$ cat src/rtl/ahb_apb_bridge_mp.sv
`timescale 1ns/1ps
// AHB-Lite to APB4 bridge for NUM_SLV slaves: one-hot PSEL from the upper address bits,
// registered write data, ERROR on unmapped slave index and on a PREADY timeout.
module ahb_apb_bridge_mp #(
    parameter int NUM_SLV  = 4,
    parameter int SEL_W    = 4,
    parameter int PADDR_W  = 12,
    parameter int HADDR_W  = PADDR_W + SEL_W,
    parameter int TIMEOUT  = 256,
    parameter bit PPROT_NS = 1'b1
) (
    input  logic                  hclk,
    input  logic                  hreset,
    input  logic                  hsel,
    input  logic                  hready,
    input  logic                  hwrite,
    input  logic [1:0]            htrans,
    input  logic [2:0]            hsize,
    input  logic [3:0]            hprot,
    input  logic [HADDR_W-1:0]    haddr,
    input  logic [31:0]           hwdata,
    output logic                  hreadyout,
    output logic                  hresp,
    output logic [31:0]           hrdata,
    output logic [PADDR_W-1:0]    paddr,
    output logic [NUM_SLV-1:0]    psel,
    output logic                  penable,
    output logic                  pwrite,
    output logic [2:0]            pprot,
    output logic [3:0]            pstrb,
    output logic [31:0]           pwdata,
    input  logic [NUM_SLV*32-1:0] prdata,
    input  logic [NUM_SLV-1:0]    pready,
    input  logic [NUM_SLV-1:0]    pslverr
);
    localparam int CNT_W = (TIMEOUT > 1) ? $clog2(TIMEOUT) : 1;

    typedef enum logic [2:0] {
        S_IDLE, S_WDATA, S_SETUP, S_ACCESS, S_OKAY, S_ERR1, S_ERR2
    } state_t;

    state_t             state_q, state_d;
    logic [NUM_SLV-1:0] sel_q, sel_d;
    logic [CNT_W-1:0]   cnt_q, cnt_d;
    logic [PADDR_W-1:0] paddr_q, paddr_d;
    logic               pwrite_q, pwrite_d;
    logic [2:0]         pprot_q, pprot_d;
    logic [3:0]         pstrb_q, pstrb_d;
    logic [31:0]        pwdata_q, pwdata_d;
    logic [31:0]        hrdata_q, hrdata_d;

    logic               acc;
    logic [SEL_W-1:0]   idx;
    logic               mapped;
    logic [NUM_SLV-1:0] idx_onehot;
    logic [31:0]        prdata_masked [NUM_SLV];
    logic [31:0]        prdata_mux;
    logic               pready_mux;
    logic               pslverr_mux;
    logic [3:0]         strb_wr;
    logic               unused_ok;

    assign unused_ok = &{1'b0, hprot[3:2], htrans[0]};

    assign acc    = hsel & htrans[1] & hready;
    assign idx    = haddr[PADDR_W +: SEL_W];
    assign mapped = ({1'b0, idx} < (SEL_W + 1)'(NUM_SLV));

    generate
        for (genvar gi = 0; gi < NUM_SLV; gi++) begin : g_slv
            assign idx_onehot[gi]    = (idx == SEL_W'(gi));
            assign prdata_masked[gi] = prdata[32*gi +: 32] & {32{sel_q[gi]}};
        end
    endgenerate

    always_comb begin
        prdata_mux = '0;
        for (int k = 0; k < NUM_SLV; k++) begin
            prdata_mux = prdata_mux | prdata_masked[k];
        end
    end

    assign pready_mux  = |(pready & sel_q);
    assign pslverr_mux = |(pslverr & sel_q);

    always_comb begin
        case (hsize)
            3'd0:    strb_wr = 4'b0001 << haddr[1:0];
            3'd1:    strb_wr = haddr[1] ? 4'b1100 : 4'b0011;
            default: strb_wr = 4'b1111;
        endcase
    end

    always_comb begin
        state_d  = state_q;
        sel_d    = sel_q;
        cnt_d    = cnt_q;
        paddr_d  = paddr_q;
        pwrite_d = pwrite_q;
        pprot_d  = pprot_q;
        pstrb_d  = pstrb_q;
        pwdata_d = pwdata_q;
        hrdata_d = hrdata_q;
        case (state_q)
            // Response-complete states double as address-phase accept points.
            S_IDLE, S_OKAY, S_ERR2: begin
                state_d = S_IDLE;
                if (acc) begin
                    paddr_d  = {haddr[PADDR_W-1:2], 2'b00};
                    pwrite_d = hwrite;
                    pprot_d  = {~hprot[0], PPROT_NS, hprot[1]};
                    sel_d    = idx_onehot;
                    pstrb_d  = hwrite ? strb_wr : 4'b0000;
                    if (!mapped) begin
                        state_d = S_ERR1;
                        if (!hwrite) hrdata_d = '0;
                    end else if (hwrite) begin
                        state_d = S_WDATA;
                    end else begin
                        state_d = S_SETUP;
                    end
                end
            end
            S_WDATA: begin
                pwdata_d = hwdata;
                state_d  = S_SETUP;
            end
            S_SETUP: begin
                cnt_d   = '0;
                state_d = S_ACCESS;
            end
            S_ACCESS: begin
                if (pready_mux) begin
                    if (!pwrite_q) hrdata_d = prdata_mux;
                    state_d = pslverr_mux ? S_ERR1 : S_OKAY;
                end else if ((TIMEOUT > 0) && (cnt_q == CNT_W'(TIMEOUT - 1))) begin
                    if (!pwrite_q) hrdata_d = '0;
                    state_d = S_ERR1;
                end else begin
                    cnt_d = cnt_q + CNT_W'(1);
                end
            end
            S_ERR1:  state_d = S_ERR2;
            default: state_d = S_IDLE;
        endcase
    end

    always_ff @(posedge hclk) begin
        if (hreset) begin
            state_q  <= S_IDLE;
            sel_q    <= '0;
            cnt_q    <= '0;
            paddr_q  <= '0;
            pwrite_q <= 1'b0;
            pprot_q  <= '0;
            pstrb_q  <= '0;
            pwdata_q <= '0;
            hrdata_q <= '0;
        end else begin
            state_q  <= state_d;
            sel_q    <= sel_d;
            cnt_q    <= cnt_d;
            paddr_q  <= paddr_d;
            pwrite_q <= pwrite_d;
            pprot_q  <= pprot_d;
            pstrb_q  <= pstrb_d;
            pwdata_q <= pwdata_d;
            hrdata_q <= hrdata_d;
        end
    end

    assign hreadyout = (state_q == S_IDLE) || (state_q == S_OKAY) || (state_q == S_ERR2);
    assign hresp     = (state_q == S_ERR1) || (state_q == S_ERR2);
    assign psel      = sel_q & {NUM_SLV{(state_q == S_SETUP) || (state_q == S_ACCESS)}};
    assign penable   = (state_q == S_ACCESS);
    assign paddr     = paddr_q;
    assign pwrite    = pwrite_q;
    assign pprot     = pprot_q;
    assign pstrb     = pstrb_q;
    assign pwdata    = pwdata_q;
    assign hrdata    = hrdata_q;

endmodule

$ cat config.mk
export PLATFORM = sky130hd
export DESIGN_NAME = ahb_apb_bridge_mp
export DESIGN_NICKNAME = d
export VERILOG_FILES = /design/src/rtl/ahb_apb_bridge_mp.sv
export SDC_FILE = /design/constraint.sdc
export NUM_CORES = 1
export LEC_CHECK = 0
export BUFFER_PORTS_ARGS = -buffer_cell sky130_fd_sc_hd__buf_4
export CAP_MARGIN = 20
export CORE_MARGIN = 8
export CORE_UTILIZATION = 47
export DETAILED_ROUTE_END_ITERATION = 10
export PLACE_DENSITY = 0.94
export SLEW_MARGIN = 20
export SYNTH_ARGS = -nofsm -noshare
export SYNTH_HDL_FRONTEND = slang
export SYNTH_SLANG_ARGS = --single-unit
$ cat constraint.sdc
create_clock -name hclk -period 4.1 [get_ports hclk]
set_clock_uncertainty 0.15 [all_clocks]
set_input_delay 0.205 -clock hclk [delete_from_list [all_inputs] [get_ports hclk]]
set_output_delay 0.205 -clock hclk [all_outputs]
set_load 0.02 [all_outputs]
==> results by group, run 1 <==
Run status
  – Status: finished, final reports clean

Detailed routing
  – Via density: 5.857
  – Total routed wirelength: 21660 um
  – Detailed Routing Iterations Pass 1: 5
  – Initial DRC count: 659
  – Wire length per cell: 21.41 um
  – DR DRC count: 0
  – Antenna violation net count after detailed routing: 0
  – Vias post-DR: 5927

Power
  – Sw power: 0.5234 mW
  – Switch share: about a quarter
  – Pwr per Cell Area: 261.2 nW/um^2
  – Leakage power: 3.172 nW
  – Int Pwr: ~1.4 mW
  – Sequential power share: 49.8%
  – Comb power frac: a little under a fifth
  – Maximum vdd drop: ~260 uV
  – Clock power share: a little under a third

Setup path
  – Worst-path maximum fanout: 32
  – Worst EP required: about 4.2 ns
  – CP max stage delay: ~0.43 ns
  – WP data arrival: around 2.7 ns
  – Crit path cell chain: ha_1 -> nand4_1 -> o211a_2 -> o32ai_4 -> buf_4 -> mux2_2
  – WS Path Type: register to register
  – FF-to-FF End: hrdata[25]
  – Critical Path Sink Type: register
  – Setup crit start kind: register
  – Reg2Reg Setup Slack: 1.56 ns
  – CP max-delay cell: buf_4
  – Cell count of the worst reg-to-reg path: 6
  – RR Startpoint: cnt_q[1]

Global route
  – Largest net degree at the start of global routing: 96
  – Total grt overflow: 0
  – First-pass GRT wire length: roughly 31000 um
  – GRT Resource Usage Total: roughly 30%
  – Initial antenna violation count: 4
  – Number of global-route vias before repair: 5999

Floorplan
  – Die X: about 120 um
  – Core Footprint: 9729 um^2
  – Full die area: between 10000 and 15000 um^2
  – Initial Utilization: 48.32%
  – Die height: 116.0 um
  – # IOs: slightly below 300
  – Row count: 36

Synth
  – Seq cells post-synth: 97
  – Yosys cell types: 49
  – Syn Inst Count: approximately 570
  – Mean Syn Cell Area: approximately 8.3 um^2
  – Synth warnings: 0
  – Syn Std Cell Area: 4701 um^2
  – Sequential share of the synthesized area: ~41%

STA
  – Final period utilization: between 60% and 70%
  – Worst Tran Pin Value: approximately 1 ns
  – Fmax: ~400 MHz
  – Number of setup violations in the final report: 0
  – Final hold viol count: 0
  – Final slew viol count: 0
  – Fin crit period: 2.537 ns
  – Setup TNS: 0 ns
  – Rel. slew slack: 32.79%
  – RSZ-0062 raised after global routing: no

Clock tree
  – Clk slew on worst S/H paths: about 0.10 ns
  – CTS buffer count: 9
  – Skew-Pair Late Insertion Delay: approximately 0.37 ns
  – Clock Tree Root: clkbuf_8
  – TritonCTS clock tree: done
  – H-tree levels: 3
  – Clk buf depth: 2
  – Clock Sinks: 97

Placement
  – Global placer's final weighted congestion: 0.9687
  – DP Wirelength: around 15000 um
  – Area after DPL: about 6800 um^2
  – Port Buffer Count: 283

Worst hold path
  – Hold Crit Depth: 4
  – Hold Startpoint: haddr[1]
  – Worst hold path class: input port to register
  – WHS Endpoint: pstrb[0]

Finish
  – Final Core Density: just under 80%
  – Design area: around 7600 um^2
  – Nets: roughly 1100
  – FILL cells: a little under 600
  – Layout cell share with drive strength beyond 1: between 30% and 40%
  – Syn-to-layout area delta: 60.66%

Job
  – Total of max-cap violations: 0
## timing repair
item,4_1_cts,5_1_grt
buffers inserted,0,0
hold buffers,50,0
gates resized for setup,0,0
endpoints found under the hold margin,48,0
## synth_stat cells (all sizes together)
library cell | count | area, um^2
clkbuf | 41 | 153.9
conb | 1 | 3.750
nand3b | 1 | 7.510
nand4b | 2 | 17.52
or4 | 1 | 7.510
or3b | 1 | 8.760
nor2 | 10 | 37.54
or4b | 1 | 10.01
o221a | 1 | 11.26
nand2 | 107 | 401.6
a22oi | 66 | 505.5
a2bb2oi | 1 | 8.760
o21ai | 7 | 35.03
a222oi | 1 | 10.01
nand2b | 4 | 25.02
xor2 | 1 | 8.760
and3 | 2 | 12.51
inv | 4 | 15.01
mux2 | 32 | 360.3
or3 | 2 | 17.52
o211a | 1 | 10.01
a21o | 1 | 7.510
buf | 8 | 68.80
nand4 | 7 | 43.79
a211o | 1 | 8.760
o31a | 1 | 8.760
o32ai | 2 | 36.29
o211ai | 4 | 30.03
nor2b | 35 | 226.5
and2 | 7 | 43.79
nor4 | 1 | 6.260
a41o | 1 | 10.01
a21oi | 88 | 440.4
mux2i | 3 | 30.03
ha | 1 | 12.51
dfxtp | 97 | 1942
a211oi | 1 | 7.510
nand3 | 10 | 50.05
a31oi | 4 | 25.02
nor3 | 6 | 35.03
## per-layer routing
| metal | global-route usage, % | part of all wire [%] | vias to the layer above | routed length (um) |
|---|---|---|---|---|
| li1 | - | - | 2620 | - |
| met4 | 20.22 | 4.9 | 0 | 1055 |
| met2 | 51.60 | 49 | 440 | 10650 |
| met3 | 9.224 | 12 | 84 | 2634 |
| met5 | 0 | 0 | - | 0 |
| met1 | 30.93 | 34 | 2783 | 7318 |
## sequential cells by signal, indices dropped and copies added (netlist names)
register and flops:
pwrite 1, pstrb 4, hrdata 32, state_q 3
paddr 10, pprot 3, sel_q 4, pwdata 32
cnt_q 8
## cells in the final DEF (no fill, tap or decap), types with 3 or more instances in the layout
| master | n |
|---|---|
| a22oi_1 | 64 |
| diode_2 | 5 |
| nor2b_1 | 34 |
| nand2b_1 | 4 |
| dlygate4sd3_1 | 50 |
| nor3_1 | 4 |
| mux2_1 | 6 |
| o211ai_1 | 4 |
| clkbuf_8 | 9 |
| mux2_2 | 26 |
| a21oi_1 | 88 |
| o21ai_0 | 7 |
| dfxtp_1 | 97 |
| buf_4 | 291 |
| nand2_1 | 107 |
| mux2i_1 | 3 |
| nand4_1 | 7 |
| nor2_1 | 10 |
| and2_1 | 7 |
| nand3_1 | 10 |
| a31oi_1 | 4 |
| inv_1 | 4 |
## metrics by stage
step                      setup slack, ns  hold WS [ns]  power (mW)  cells
after floorplan                     2.011        0.1506       1.115    566
after global placement              1.640        0.2363       1.305    941
after detailed placement            1.541        0.2384       1.319    941
after CTS                           1.516       0.03333       1.952   1006
after global routing                1.473       0.06058       2.033   1011
final                               1.563       0.05577       1.973   1012
## kinds of logic (layout without fill, tap and decap cells)
logic type / after synthesis / count (layout) / share of synthesized area [%]
flops: 97 / 97 / 41.31
fa+ha+maj: 1 / 1 / 0.2661
xor+xnor: 1 / 1 / 0.1864
compound gates: 180 / 180 / 24.57
other cells: 1 / 7 / 0.07977
buf+inv: 53 / 361 / 5.057
mux: 35 / 35 / 8.304
simple gates: 197 / 197 / 20.23
## worst max-delay path by stage
stage              from         end  cells after the start
2_1_floorplan  cnt_q[0]  hrdata[10]                      6
3_3_place_gp   sel_q[0]  hrdata[27]                      5
3_5_place_dp   sel_q[0]  hrdata[21]                      5
4_1_cts        sel_q[0]  hrdata[21]                      5
5_1_grt        cnt_q[0]  hrdata[25]                      6
6_report       cnt_q[1]  hrdata[25]                      6
## layout make-up
type,instances,area [um^2],area share (%)
Multi-Input combinational cell,416,2531,33.52
Sequential cell,97,1942,25.71
Clock inverter,4,53.80,0.7124
Inverter,4,15.01,0.1988
Antenna cell,5,12.51,0.1657
Timing Repair Buffer,342,2700,35.75
Tap cell,133,166.4,2.203
Clock buffer,11,131.4,1.740
## worst max-delay path: cells and delay by family, from the launching register on
family                   cells  cell delay [ns]
AND/OR/NAND/NOR              1             0.22
multiplexers                 1             0.39
flip-flops                   1             0.42
adder cells (fa/ha/maj)      1             0.25
buffers and inverters        1             0.43
AO/OA/AOI/OAI                2             0.53
## power by group through the flow
| stage | Combinational [mW] | Clock, mW | Sequential [mW] |
|---|---|---|---|
| 3_3_place_gp | 0.305 | 0 | 1.00 |
| 5_1_grt | 0.389 | 0.658 | 0.986 |
| 3_5_place_dp | 0.317 | 0 | 1.00 |
| 2_1_floorplan | 0.0932 | 0 | 1.02 |
| 6_report | 0.370 | 0.620 | 0.983 |
| 4_1_cts | 0.354 | 0.617 | 0.980 |
Note: power is estimated with default switching activity, not from simulation.
==> run 2, diff against run 1 <==
--- a/config.mk
+++ b/config.mk
@@ -8,9 +8,9 @@
 export BUFFER_PORTS_ARGS = -buffer_cell sky130_fd_sc_hd__buf_4
 export CAP_MARGIN = 20
 export CORE_MARGIN = 8
-export CORE_UTILIZATION = 47
+export CORE_UTILIZATION = 43
 export DETAILED_ROUTE_END_ITERATION = 10
-export PLACE_DENSITY = 0.94
+export PLACE_DENSITY = 0.87
 export SLEW_MARGIN = 20
 export SYNTH_ARGS = -nofsm -noshare
 export SYNTH_HDL_FRONTEND = slang
==> constraint.sdc (replaced) <==
create_clock -name hclk -period 2.4 [get_ports hclk]
set_clock_uncertainty 0.15 [all_clocks]
set_input_delay 0.12 -clock hclk [delete_from_list [all_inputs] [get_ports hclk]]
set_output_delay 0.12 -clock hclk [all_outputs]
set_load 0.02 [all_outputs]
==> results by group, run 2 (synthesis results as in run 1) <==
Placement
  – Worst slack at placement: 0.2159 ns (-1.325 ns)
  – Placed cells: 956 (+1.6%)
  – Port Buffer Count: 283 (unchanged)
  – Global placer's final weighted congestion: 0.8708 (-10%)
  – Area after DPL: 6919 um^2 (+1.2%)
  – DP Wirelength: 13340 um (-8.1%)

Finish
  – Post-route insts no fill: 1031 (+1.9%)
  – FILL cells: 784 (+35%)
  – Design area: 7716 um^2 (+2.2%)
  – Syn-to-layout area delta: 64.15%
  – Most common cell after layout, fill and taps aside: buf_4
  – Layout cell share with drive strength beyond 1: 39.44% (+0.31 points)
  – Nets: 1084 (+1.4%)
  – Most frequent cells in the layout: buf_4 (298), nand2_1 (107), dfxtp_1 (97)
  – Final Core Density: 71.81% (-5.8 points)

Detailed routing
  – Vias post-DR: 5565 (-6.1%)
  – Via density: 5.398 (-7.8%)
  – Antenna violation net count after detailed routing: 0 (unchanged)
  – Total routed wirelength: 19410 um (-10%)
  – DR DRC count: 0 (unchanged)
  – Detailed Routing Iterations Pass 1: 5 (unchanged)
  – Initial DRC count: 348 (-47%)
  – Wire length per cell: 18.82 um (-12%)

Worst hold path
  – Worst hold path class: input port to register

Setup path
  – Worst-path maximum fanout: 32 (unchanged)
  – CP max stage delay: 0.42 ns (about the same)
  – WP data arrival: 2.32 ns (-0.33 ns)
  – Critical Path Sink Type: register
  – Reg2Reg Setup Slack: 0.18 ns (-1.38 ns)
  – CP max-delay cell: dfxtp_1
  – WS Path Type: register to register
  – Setup crit start kind: register
  – Crit path cell chain: ha_1 -> nand4_1 -> o211a_2 -> o32ai_4 -> buf_12 -> mux2_2
  – Worst EP required: 2.50 ns (-1.71 ns)

Global route
  – First-pass GRT wire length: 29560 um (-5.6%)
  – GRT Resource Usage Total: 25.25% (-4.8 points)
  – Largest net degree at the start of global routing: 55 (-43%)
  – Initial antenna violation count: 1 (-3)
  – Total grt overflow: 0 (unchanged)
  – Number of global-route vias before repair: 5673 (-5.4%)

STA
  – Final hold viol count: 0 (unchanged)
  – Final period utilization: 92.40% (+31 points)
  – Setup TNS: 0 ns (unchanged)
  – Final slew viol count: 0 (unchanged)
  – Fmax: 450.9 MHz (+14%)
  – Hold Worst Slack: 0.01083 ns (-0.04494 ns)
  – RSZ-0062 raised after global routing: no
  – Setup WS post-layout: 0.1824 ns (-1.381 ns)
  – Fin crit period: 2.218 ns (-0.3195 ns)
  – Number of setup violations in the final report: 0 (unchanged)
  – Rel. slew slack: 62.21% (+29 points)
  – Worst Tran Pin Value: 0.5668 ns (-0.4413 ns)

Job
  – Total of max-cap violations: 0 (unchanged)

Floorplan
  – Row count: 38 (+5.6%)
  – Core Footprint: 10750 um^2 (+10%)
  – Die height: 120.6 um (+3.9%)
  – Die X: 120.6 um (+3.9%)
  – Full die area: 14530 um^2 (+8.0%)
  – # IOs: 289 (unchanged)
  – Initial Utilization: 43.75% (-4.6 points)

Power
  – Total power: 3.455 mW (+75%)
  – Maximum vdd drop: 356.3 uV (+37%)
  – Pwr per Cell Area: 447.8 nW/um^2 (+71%)
  – Leakage power: 3.260 nW (+2.8%)

Clock tree
  – Clock Sinks: 97 (unchanged)
  – Clk slew on worst S/H paths: 0.09 ns (about the same)
  – Skew-Pair Late Insertion Delay: 0.37 ns (about the same)
  – H-tree levels: 3 (unchanged)
  – Clk buf depth: 2 (unchanged)
  – Clock Tree Root: clkbuf_8
  – CTS buffer count: 9 (unchanged)
  – TritonCTS clock tree: done

Run status
  – Status: finished, final reports clean
## run 2: area by class of cell
class	count	area [um^2]	share of cell area, %
inverter	4	15.01	0.1946
multi-input combinational	416	2530	32.79
sequential	97	1942	25.17
antenna	1	2.502	0.03243
clock inverter	5	62.56	0.8108
tap	140	175.2	2.270
timing repair buffer	357	2838	36.78
clock buffer	11	151.4	1.962
## run 2: what timing repair did
action,CTS,global route
setup buffers,0,0
resized for setup,0,0
hold endpoints to repair,65,0
hold buffers,58,0
## run 2: worst paths after layout
kind / start / end / cells after the start
max: cnt_q[0] / hrdata[24] / 6
min: prdata[48] / hrdata[16] / 4
max reg2reg: cnt_q[0] / hrdata[24] / 6
min reg2reg: pstrb[2] / pstrb[2] / 2
## run 2: layer usage
metal  GRT usage (%)  routed length [um]  vias to the layer above
li1                -                   -                     2647
met1           27.28                7237                     2574
met2           42.34                9168                      297
met3           9.744                2208                       47
met4           12.88                 792                        0
met5               0                   0                        -
## run 2: worst max-delay path: cells and delay by family (launching register included)
kind / cells / cell delay (ns)
flip-flops: 1 / 0.42
adder cells (fa/ha/maj): 1 / 0.23
AO/OA/AOI/OAI: 2 / 0.53
AND/OR/NAND/NOR: 1 / 0.14
buffers and inverters: 1 / 0.25
multiplexers: 1 / 0.37
## run 2: where the power goes
part           internal, mW  switching (mW)
clock network         0.547           0.596
logic                 0.364           0.278
registers              1.65          0.0244
==> run 3, diff against run 2 <==
==> constraint.sdc (replaced) <==
create_clock -name hclk -period 2.4 [get_ports hclk]
set_clock_uncertainty 0.15 [all_clocks]
set_input_delay 0 -clock hclk [delete_from_list [all_inputs] [get_ports hclk]]
set_output_delay 0 -clock hclk [all_outputs]
set_load 0.02 [all_outputs]
==> results by group, run 3 (synthesis results as in run 1) <==
Run status
  – Status: finished, final reports clean

Setup path
  – CP max stage delay: 0.43 ns (about the same)
  – Setup crit start kind: register
  – Worst-path maximum fanout: 32 (unchanged)
  – Crit path cell chain: ha_1 -> nand4_1 -> o211a_4 -> o32ai_4 -> buf_12 -> mux2_2
  – WS Path Type: register to register
  – Reg2Reg Setup Slack: 0.11 ns (-0.07 ns)
  – CP max-delay cell: dfxtp_1
  – WP data arrival: 2.40 ns (+0.08 ns)
  – Critical Path Sink Type: register
  – Worst EP required: 2.51 ns (about the same)
  – Critical path's top delay family: compound AO/OA/AOI/OAI gates
  – CP Buf/Inv Count: 1 (unchanged)

Placement
  – Port Buffer Count: 283 (unchanged)
  – DP Wirelength: 13190 um (-1.1%)
  – Worst slack at placement: 0.2339 ns (+0.01802 ns)
  – Global placer's final weighted congestion: 0.8815 (+1.2%)

Global route
  – GRT Resource Usage Total: 36.05% (+11 points)
  – First-pass GRT wire length: 40740 um (+38%)
  – Largest net degree at the start of global routing: 52 (-5.5%)
  – Initial antenna violation count: 2 (+1)
  – Total grt overflow: 0 (unchanged)
  – Number of global-route vias before repair: 7144 (+26%)

STA
  – Final period utilization: 95.42% (+3.0 points)
  – Fin crit period: 2.290 ns (+0.07246 ns)
  – Setup WS post-layout: 0.1099 ns (-0.07246 ns)
  – Final slew viol count: 0 (unchanged)
  – Rel. slew slack: 65.01% (+2.8 points)
  – Fmax: 436.7 MHz (-3.2%)
  – Setup TNS: 0 ns (unchanged)
  – Number of setup violations in the final report: 0 (unchanged)
  – Worst Tran Pin Value: 0.5249 ns (-0.04187 ns)
  – Final hold viol count: 0 (unchanged)
  – RSZ-0062 raised after global routing: no

Finish
  – Layout cell share with drive strength beyond 1: 34.54% (-4.9 points)
  – Most common cell after layout, fill and taps aside: buf_4
  – Nets: 1219 (+12%)
  – Syn-to-layout area delta: 92.60%
  – Most frequent cells in the layout: buf_4 (299), dlygate4sd3_1 (191), nand2_1 (107)

Clock tree
  – Skew-Pair Late Insertion Delay: 0.36 ns (about the same)
  – TritonCTS clock tree: done
  – Clock Tree Root: clkbuf_8
  – Clock Sinks: 97 (unchanged)
  – H-tree levels: 3 (unchanged)
  – CTS buffer count: 9 (unchanged)
  – Clk slew on worst S/H paths: 0.10 ns (about the same)
  – Clk buf depth: 2 (unchanged)

Detailed routing
  – Via density: 5.791 (+7.3%)
  – Initial DRC count: 834 (+140%)
  – Total routed wirelength: 27330 um (+41%)
  – Wire length per cell: 23.35 um (+24%)
  – DR DRC count: 0 (unchanged)
  – Antenna violation net count after detailed routing: 0 (unchanged)
  – Detailed Routing Iterations Pass 1: 7 (+2)
  – Vias post-DR: 6775 (+22%)

Power
  – Maximum vdd drop: 336.8 uV (-5.5%)
  – Pwr per Cell Area: 381.5 nW/um^2 (-15%)
  – Leakage power: 3.624 nW (+11%)

Floorplan
  – Core Footprint: 10750 um^2 (unchanged)
  – Die height: 120.6 um (unchanged)
  – Initial Utilization: 43.75% (unchanged)
  – Full die area: 14530 um^2 (unchanged)
  – # IOs: 289 (unchanged)
  – Die X: 120.6 um (unchanged)
  – Row count: 38 (unchanged)

Job
  – Total of max-cap violations: 0 (unchanged)

Worst hold path
  – Worst hold path class: input port to register
run 3: power breakdown:
part	switching, mW	internal [mW]	total, mW
Clock	0.618	0.386	1.00
Combinational	0.332	0.449	0.780
Sequential	0.0230	1.65	1.67
run 3: worst paths after layout:
| path | start | to | cells past startpoint |
|---|---|---|---|
| setup / recovery | cnt_q[0] | hrdata[16] | 6 |
| hold / removal | pslverr[3] | state_q[0] | 4 |
| setup reg to reg | cnt_q[0] | hrdata[16] | 6 |
| hold reg to reg | pstrb[2] | pstrb[2] | 2 |
run 3: worst reg2reg max path, stage by stage, from the launching register on:
cell and delay [ns]:
dfxtp_1 0.43, ha_1 0.25, nand4_1 0.20, o211a_4 0.35, o32ai_4 0.15, buf_12 0.25, mux2_2 0.40
run 3: final cells by class:
class,count,area (um^2)
Fill cell,523,1692
Sequential cell,97,1942
Inverter,4,15.01
Antenna cell,5,12.51
Multi-Input combinational cell,416,2541
Timing Repair Buffer,492,4188
Tap cell,140,175.2
Clock inverter,7,56.30
Clock buffer,9,123.9
run 3: repair_timing:
action,4_1_cts,5_1_grt
gates resized for setup,0,3
endpoints found under the hold margin,93,0
endpoints found under the setup margin,0,32
hold buffers,191,0
setup buffers,0,1
run 3: per-stage QoR:
stage	total power, mW	instances	hold slack (ns)	util [%]	cell area (um^2)
6_report	3.454	1170	0.01783	84.26	9054
5_1_grt	3.570	1167	0.02136	84.19	9046
4_1_cts	3.420	1164	0.002035	83.93	9019
3_5_place_dp	2.258	957	0.03642	64.46	6927
3_3_place_gp	2.248	957	0.02978	64.46	6927
2_1_floorplan	1.905	566	-0.05439	-	4705
run 3: per-layer routing:
layer | track usage, % | part of all wire [%] | wire, um | vias up
met2 | 57.21 | 47 | 12710 | 572
met5 | 0 | 0 | 0 | -
met1 | 39.59 | 35 | 9564 | 3138
met4 | 25.29 | 6.9 | 1875 | 0
met3 | 13.10 | 12 | 3173 | 150
li1 | - | - | - | 2915
